==> config.mk <==
export PLATFORM = sky130hd
export DESIGN_NAME = mem_ctrl
export DESIGN_NICKNAME = d
export VERILOG_FILES = /design/src/rtl/mem_ctrl.sv
export SDC_FILE = /design/constraint.sdc
export NUM_CORES = 1
export LEC_CHECK = 0
export CAP_MARGIN = 0
export CORE_UTILIZATION = 31
export CTS_CLUSTER_SIZE = 24
export DETAILED_ROUTE_END_ITERATION = 6
export GPL_TIMING_DRIVEN = 0
export PLACE_DENSITY = 0.58
export SETUP_SLACK_MARGIN = 0.2
export SYNTH_ARGS = -nofsm -noshare
export SYNTH_HDL_FRONTEND = slang
export SYNTH_SLANG_ARGS = --single-unit
==> constraint.sdc <==
create_clock -name clk -period 6.79 [get_ports clk]
set_clock_uncertainty 0.05 [all_clocks]
set_input_delay 2.037 -clock clk [delete_from_list [all_inputs] [get_ports clk]]
set_output_delay 2.037 -clock clk [all_outputs]
set_load 0.02 [all_outputs]
==> src/rtl/mem_ctrl.sv <==
// Byte-serial RAM controller: arbitrates fetch and load/store onto an 8-bit single-port bus.
// Optional: define MEM_CTRL_IO_STALL_EN to hold IO-space store bytes while io_buffer_full is high.
module mem_ctrl #(
  parameter int unsigned           ADDR_WIDTH = 32,
  parameter logic [ADDR_WIDTH-1:0] IO_BASE    = 32'h00030000
) (
  input  logic                  clk,
  input  logic                  rst,
  input  logic                  rdy,
  input  logic [7:0]            mem_din,
  output logic [7:0]            mem_dout,
  output logic [ADDR_WIDTH-1:0] mem_a,
  output logic                  mem_wr,
  input  logic                  io_buffer_full,
  input  logic                  clear,
  input  logic                  if_sig,
  input  logic [ADDR_WIDTH-1:0] if_addr,
  output logic                  if_done,
  output logic [31:0]           if_data,
  input  logic                  ls_sig,
  input  logic                  load_or_store,
  input  logic [2:0]            len,
  input  logic [ADDR_WIDTH-1:0] ls_addr,
  input  logic [31:0]           store_val,
  output logic                  ls_done,
  output logic [31:0]           ls_data
);

  typedef enum logic [2:0] {StIdle, StIfetch, StLoad, StStore, StDone} state_e;

  state_e                state_q, state_d;
  logic [2:0]            cnt_q, cnt_d;
  logic [2:0]            n_q, n_d;
  logic [ADDR_WIDTH-1:0] base_q, base_d;
  logic [31:0]           sval_q, sval_d;
  logic [31:0]           buf_q, buf_d;
  logic [ADDR_WIDTH-1:0] mem_a_q, mem_a_d;
  logic [7:0]            mem_dout_q, mem_dout_d;
  logic                  mem_wr_q, mem_wr_d;
  logic                  if_done_q, if_done_d;
  logic                  ls_done_q, ls_done_d;
  logic [31:0]           if_data_q, if_data_d;
  logic [31:0]           ls_data_q, ls_data_d;

  logic [2:0]            req_n;
  logic [ADDR_WIDTH-1:0] st_addr;
  logic [31:0]           sval_sh;
  logic                  stall;

  assign req_n   = len[2] ? 3'd4 : (len[1] ? 3'd2 : 3'd1);
  // Address of the store byte about to be driven: the request itself when accepting.
  assign st_addr = (state_q == StIdle) ? ls_addr : base_q + ADDR_WIDTH'(cnt_q);
  assign sval_sh = sval_q >> {cnt_q, 3'b000};

`ifdef MEM_CTRL_IO_STALL_EN
  assign stall = io_buffer_full && (st_addr >= IO_BASE);
  logic unused_len;
  assign unused_len = len[0];
`else
  assign stall = 1'b0;
  logic unused_io;
  assign unused_io = ^{io_buffer_full, len[0], IO_BASE};
`endif

  always_comb begin
    state_d    = state_q;
    cnt_d      = cnt_q;
    n_d        = n_q;
    base_d     = base_q;
    sval_d     = sval_q;
    buf_d      = buf_q;
    mem_a_d    = mem_a_q;
    mem_dout_d = mem_dout_q;
    mem_wr_d   = 1'b0;
    if_done_d  = if_done_q;
    ls_done_d  = ls_done_q;
    if_data_d  = if_data_q;
    ls_data_d  = ls_data_q;
    if (rdy) begin
      unique case (state_q)
        StIdle: begin
          if (!clear && ls_sig) begin
            base_d  = ls_addr;
            n_d     = req_n;
            sval_d  = store_val;
            buf_d   = '0;
            if (load_or_store) begin
              state_d = StStore;
              cnt_d   = 3'd0;
              if (!stall) begin
                mem_a_d    = ls_addr;
                mem_dout_d = store_val[7:0];
                mem_wr_d   = 1'b1;
                cnt_d      = 3'd1;
              end
            end else begin
              state_d = StLoad;
              mem_a_d = ls_addr;
              cnt_d   = 3'd1;
            end
          end else if (!clear && if_sig) begin
            state_d = StIfetch;
            base_d  = if_addr;
            n_d     = 3'd4;
            buf_d   = '0;
            mem_a_d = if_addr;
            cnt_d   = 3'd1;
          end
        end
        StIfetch, StLoad: begin
          if (clear) begin
            state_d = StIdle;
          end else begin
            if (cnt_q < n_q) mem_a_d = base_q + ADDR_WIDTH'(cnt_q);
            // Read data trails its address by two edges.
            if (cnt_q >= 3'd2) buf_d = buf_q | (32'(mem_din) << {cnt_q - 3'd2, 3'b000});
            if (cnt_q == n_q + 3'd1) begin
              state_d = StDone;
              if (state_q == StIfetch) begin
                if_done_d = 1'b1;
                if_data_d = buf_d;
              end else begin
                ls_done_d = 1'b1;
                ls_data_d = buf_d;
              end
            end
            cnt_d = cnt_q + 3'd1;
          end
        end
        StStore: begin
          if (cnt_q < n_q) begin
            if (!stall) begin
              mem_a_d    = st_addr;
              mem_dout_d = sval_sh[7:0];
              mem_wr_d   = 1'b1;
              cnt_d      = cnt_q + 3'd1;
            end
          end else begin
            ls_done_d = 1'b1;
            state_d   = StDone;
          end
        end
        StDone: begin
          if_done_d = 1'b0;
          ls_done_d = 1'b0;
          state_d   = StIdle;
        end
        default: state_d = StIdle;
      endcase
    end
  end

  always_ff @(posedge clk or negedge rst) begin
    if (!rst) begin
      state_q    <= StIdle;
      cnt_q      <= '0;
      n_q        <= '0;
      base_q     <= '0;
      sval_q     <= '0;
      buf_q      <= '0;
      mem_a_q    <= '0;
      mem_dout_q <= '0;
      mem_wr_q   <= 1'b0;
      if_done_q  <= 1'b0;
      ls_done_q  <= 1'b0;
      if_data_q  <= '0;
      ls_data_q  <= '0;
    end else begin
      state_q    <= state_d;
      cnt_q      <= cnt_d;
      n_q        <= n_d;
      base_q     <= base_d;
      sval_q     <= sval_d;
      buf_q      <= buf_d;
      mem_a_q    <= mem_a_d;
      mem_dout_q <= mem_dout_d;
      mem_wr_q   <= mem_wr_d;
      if_done_q  <= if_done_d;
      ls_done_q  <= ls_done_d;
      if_data_q  <= if_data_d;
      ls_data_q  <= ls_data_d;
    end
  end

  assign mem_a    = mem_a_q;
  assign mem_dout = mem_dout_q;
  assign mem_wr   = mem_wr_q;
  assign if_done  = if_done_q;
  assign ls_done  = ls_done_q;
  assign if_data  = if_data_q;
  assign ls_data  = ls_data_q;

endmodule
# --- Word-level counts from Yosys, hierarchy flattened ---
# Cells that the tools add are included.
word_totals:
  register_bits: 212
  in_bits: 115
  wordCells: 104
op_classes:
  n_eq_ne: 15
  mux: 43
  addsub: 4
  n_reduce_logical: 22
  bitwise_logic: 3
  magnitude_cmp: 2
  shift: 2
ops:
  columns: ["operator", "n"]
  rows:
  - ["$mux W32", 8]
  - ["$pmux W32 S3", 1]
  - ["$pmux W32 S2", 1]
  - ["$mux W3", 11]
  - ["$add A32 B3 Y32", 1]
  - ["$or A32 B32 Y32", 1]
  - ["$shl A8 B6 Y32", 1]
  - ["$shr A32 B6 Y8", 1]
  - ["$reduce_and A5 Y1", 5]
  - ["$mux W8", 3]
  - ["$pmux W3 S3", 2]
  - ["$pmux W8 S2", 1]
  - ["$ne A2 B2 Y1 const B", 7]
  - ["$mux W1", 12]
  - ["$reduce_and A4 Y1", 3]
  - ["$reduce_bool A2 Y1", 4]
  - ["$add A3 B1 Y3 const B", 2]
  - ["$eq A3 B2 Y1 const B", 2]
  - ["$reduce_and A3 Y1", 2]
  - ["$reduce_and A6 Y1", 1]
  - ["$reduce_bool A3 Y1", 2]
  - ["$pmux W1 S2", 2]
  - ["$eq A3 B1 Y1 const B", 1]
  - ["$eq A3 B3 Y1", 1]
  - ["14 further kinds", 16]

# --- Longest topological paths before layout ---
logic_depth:
  depth_word: 6
  depth_mapped: 11
  mapped_depth_nobuf: 8

# --- Worst setup path after synthesis ---
# No wires, ideal clock.
synth_path:
  path_type: "input-to-reg"
  startpoint: "input clear"
  endpoint: "register sval_q[10]"
  path_slack_ps: 3326
  arrival_ps: 3289
  path_stages: 6
  n_path_buf: 3
  t_required_ps: 6615
  path_cell_list: "clkbuf_1 > nor2b_1 > buf_2 > nand3_1 > buf_2 > mux2_2"
synth_via:
  elab_chain_cells: 3
synth_rtl:
  columns: ["element", "line_no", "rtl"]
  rows:
  - ["from (decl)", "15", "input logic clear,"]
  - ["$logic_not A1 Y1", "82", "if (!clear && ls_sig) begin"]
  - ["$logic_and A1 B1 Y1", "82", null]
  - ["$reduce_and A3 Y1 (no line)", null, null]
  - ["to (signal assigned)", "173", "sval_q <= sval_d;"]
  - ["to (decl)", "35", "logic [31:0] sval_q, sval_d;"]
# Every way passes these cells.
# A chain may end at the register's enable or synchronous reset.

# --- Worst setup path in the final report ---
layout_path:
  startpoint: "input ls_sig"
  endpoint: "register base_q[4]"
layout_via:
  elab_chain_cells: 3
  elab_cells_between_ends: 4
  cone_classes: "mux (1); reduce/logical (3)"
layout_rtl:
  columns: ["element", "line_no", "rtl"]
  rows:
  - ["from (decl)", "20", "input logic ls_sig,"]
  - ["$logic_and A1 B1 Y1 *", "82", null]
  - ["$reduce_bool A2 Y1 (no line)", null, null]
  - ["$reduce_and A3 Y1 (no line)", null, null]
  - ["to (signal assigned)", "172", "base_q <= base_d;"]
  - ["to (decl)", "34", "logic [ADDR_WIDTH-1:0] base_q, base_d;"]
# Every way passes the cells marked *; elsewhere a longest branch is shown, timed or not.

==> results.txt <==
Status: finished clean
HP Class: register to register
Clk_lat worst skew: 0.51 ns
GP Congestion: 0.832
Max-cap violation count: 0
Root Driver: clkbuf_16
First-pass GRT wire length: 43100 um
Synth Cell Area: 9550 um2
Share of cells above drive strength 1: 0.101
Most frequent cells in the layout: dfrtp_1, clkdlybuf4s50_1, nand2_1, a21oi_1, o21ai_0
Netlist cell types: 52
Core area: 30000 um2
Clock-pin transition on the worst setup and hold timing paths: 0.06 ns
Tightest Pin Transition: 0.849 ns
Residual DRC: 0
Simple-Gate Fraction of Synth Area: 0.129
Cts repair resizes: 0
Setup violators final: 0
CTS Buf Count: 24
HPWL after DPL: 19900 um
Die Area: 31500 um2
HP Start: if_data[23]$_DFFE_PN0P_
Crit Path Category: input port to register
Area share of the largest cell type after synthesis: 0.555
GRT Overall Usage: 0.175
Maximum net fanout on the critical path: 10
Cell Count, Final, Fillers Out: 1567
# IOs: 222
Final hold violations: 0
Slowest CP cell: clkbuf_1
Antenna-violating nets left: 0
Synth warn: 0
Worst r2r src: cnt_q[0]$_DFFE_PN0P_
Sequential area share after synthesis: 0.555
Initial DRT Pass Iterations: 5
Input/output buffers: 210
Die X: 178 um
Synth Area in XOR/XNOR: 0.0293
Clock Sinks: 212
Leakage Power: 5.73 nW
CP Capture Type: register
H-tree Lvls: 1
CP required: 7.16 ns
# diodes: 0
Hold slack: 0.428 ns
DR iter-0 viols: 507
RSZ-0062 raised after global routing: no
CTS max path bufs: 3
Synthesized flop and latch total: 212
Routed vias/inst: 4.91
CP arrival: 4.18 ns
Global route overflow: 0
Area grow syn2layout: 36.6%
Pwr Density: 373 nW/um2
Ratio of final minimum period to clock period: 0.561
Commonest non-fill, non-tap cell in the layout: dfrtp_1
Post-CTS setup buffer count: 0
DP Worst Slack: 2.48 ns
Worst setup SP type: input port
Worst setup margin: 2.98 ns
Vias in the first global route: 7702
Final slew viol count: 0
Synth Area in Compound Gates: 0.165
Site Rows: 63
TritonCTS clock tree: yes
Avg Cell Area, Syn: 10.4 um2
Post-Syn Instances: 922
Ranking of synthesized cells by area: dfrtp_1, nand2_1, a21oi_1
Max Freq: 0.263 GHz
Net Count, Synth: 1048
Critical path's largest stage delay: 0.54 ns
DP Cell Count: 1523
Initial Utilization: 0.319
Final wirelength: 27200 um
Worst Setup SP: ls_sig
VDD IR max: 0.191 mV
Routed wire per std cell: 17.3 um
Number of hold buffers added after cts: 0
Multi-input logic area: 3960 um2
Nets: 1285
Post-synthesis mux area share: 0.0765
Async set-or-reset flop fraction in the synthesized netlist: 1.00
Adder-Cell Fraction of Synth Area: 0.0152
Total number of vias: 7699
Largest area contributor in the netlist: dfrtp_1
Min Tclk post-route: 3.81 ns
Main synth FF type: dfrtp_1
Antenna violations before repair: 0
Die Y: 178 um
Final-layout fill cell count: 2915
Slew margin rel.: 0.434
Largest family of logic cells by synthesized area: compound AO/OA/AOI/OAI gates
Number of flops mapped to enable cells by yosys: 0
Largest net degree at the start of global routing: 109
FF+latch area: 5310 um2
Crit-path cells: clkdlybuf4s50_1 > nor2_1 > nor2_1 > nand3_1 > clkbuf_1 > clkbuf_1 > nand2_1 > o21ai_0
logic make-up (layout without fill, tap and decap cells):
group,count (synthesis),count (layout)
adder cells (fa/ha/maj),11,11
flip-flops,212,212
AND/OR/NAND/NOR,274,274
multiplexers,58,58
buffers and inverters,71,326
AO/OA/AOI/OAI,264,264
XOR/XNOR,32,32
through the flow:
| stage | utilization | area, um2 | TNS, ns | total power (W) |
|---|---|---|---|---|
| global route | 0.436 | 13100 | 0 | 0.00516 |
| CTS | 0.436 | 13100 | 0 | 0.00491 |
| detailed placement | 0.406 | 12200 | 0 | 0.00346 |
| floorplan | - | 9550 | 0 | 0.00284 |
| global placement | 0.405 | 12100 | -1191.96 | 0.00344 |
| finish | 0.436 | 13100 | 0 | 0.00486 |
area by class of cell:
class / count / area share
inverters: 9 / 0.00259
well taps: 390 / 0.0374
multi-input cells: 639 / 0.304
plain buffers: 62 / 0.0193
clock inverters: 11 / 0.0138
flip-flops and latches: 212 / 0.406
clock buffers: 33 / 0.0533
repair buffers: 211 / 0.164
worst max-delay path, delay by kind of cell:
| family | cells | cell delay [ns] |
|---|---|---|
| and+or+nand+nor | 4 | 0.56 |
| buffers and inverters | 3 | 1.48 |
| AOI/OAI and AO/OA | 1 | 0.11 |
cells in the mapped netlist (4+ instances only):
library cell  instances
o31ai_1               5
a22o_1                8
nor2_1               59
mux2_2               40
nor3_1                4
dfrtp_1             212
xor2_1               13
xnor2_1              19
inv_1                 9
nand3_1              13
mux2i_1              10
nand4_1               7
mux4_2                8
buf_2                15
nand2_1             155
ha_1                 10
o21ai_1               4
a221o_1              22
a21o_1               23
clkbuf_1             40
nor2b_1               4
and3_1                7
buf_1                 7
o21ai_0              93
a21oi_1              97
nor3_2                4
sequential cells by signal (all words and copies together), names as in the netlist:
register,cells
base_q,32
mem_wr,1
mem_a,32
ls_done,1
cnt_q,3
n_q,3
mem_dout,8
if_data,32
buf_q,32
if_done,1
state_q,3
sval_q,32
ls_data,32
final timing paths:
kind                       slack (ns)                 endpoint  depth (start not counted)
min in group asynchronous        1.48  ls_data[10]$_DFFE_PN0P_                          1
min reg2reg                      0.43  if_data[23]$_DFFE_PN0P_                          2
max                              2.98    base_q[4]$_DFFE_PN0P_                          8
max reg2reg                      3.54  ls_data[29]$_DFFE_PN0P_                          9
max in group asynchronous        4.21    mem_a[19]$_DFFE_PN0P_                          2
min                              0.43  if_data[23]$_DFFE_PN0P_                          2
power breakdown:
group | leakage [nW] | total (W) | internal (W) | switching, W
registers | 2.79 | 0.00188 | 0.00162 | 0.000259
clock network | 0.436 | 0.00143 | 0.000904 | 0.000527
logic | 2.50 | 0.00156 | 0.000761 | 0.000794
total | 5.73 | 0.00486 | 0.00328 | 0.00158
routing by layer:
metal | up-vias | track usage | wire length, um
met3 | 24 | 0.0304 | 1410
li1 | 3697 | - | -
met2 | 184 | 0.284 | 12900
met5 | - | 0 | 0
met4 | 0 | 0.0388 | 519
met1 | 3794 | 0.242 | 12400
(Power assumes the default switching activity.)
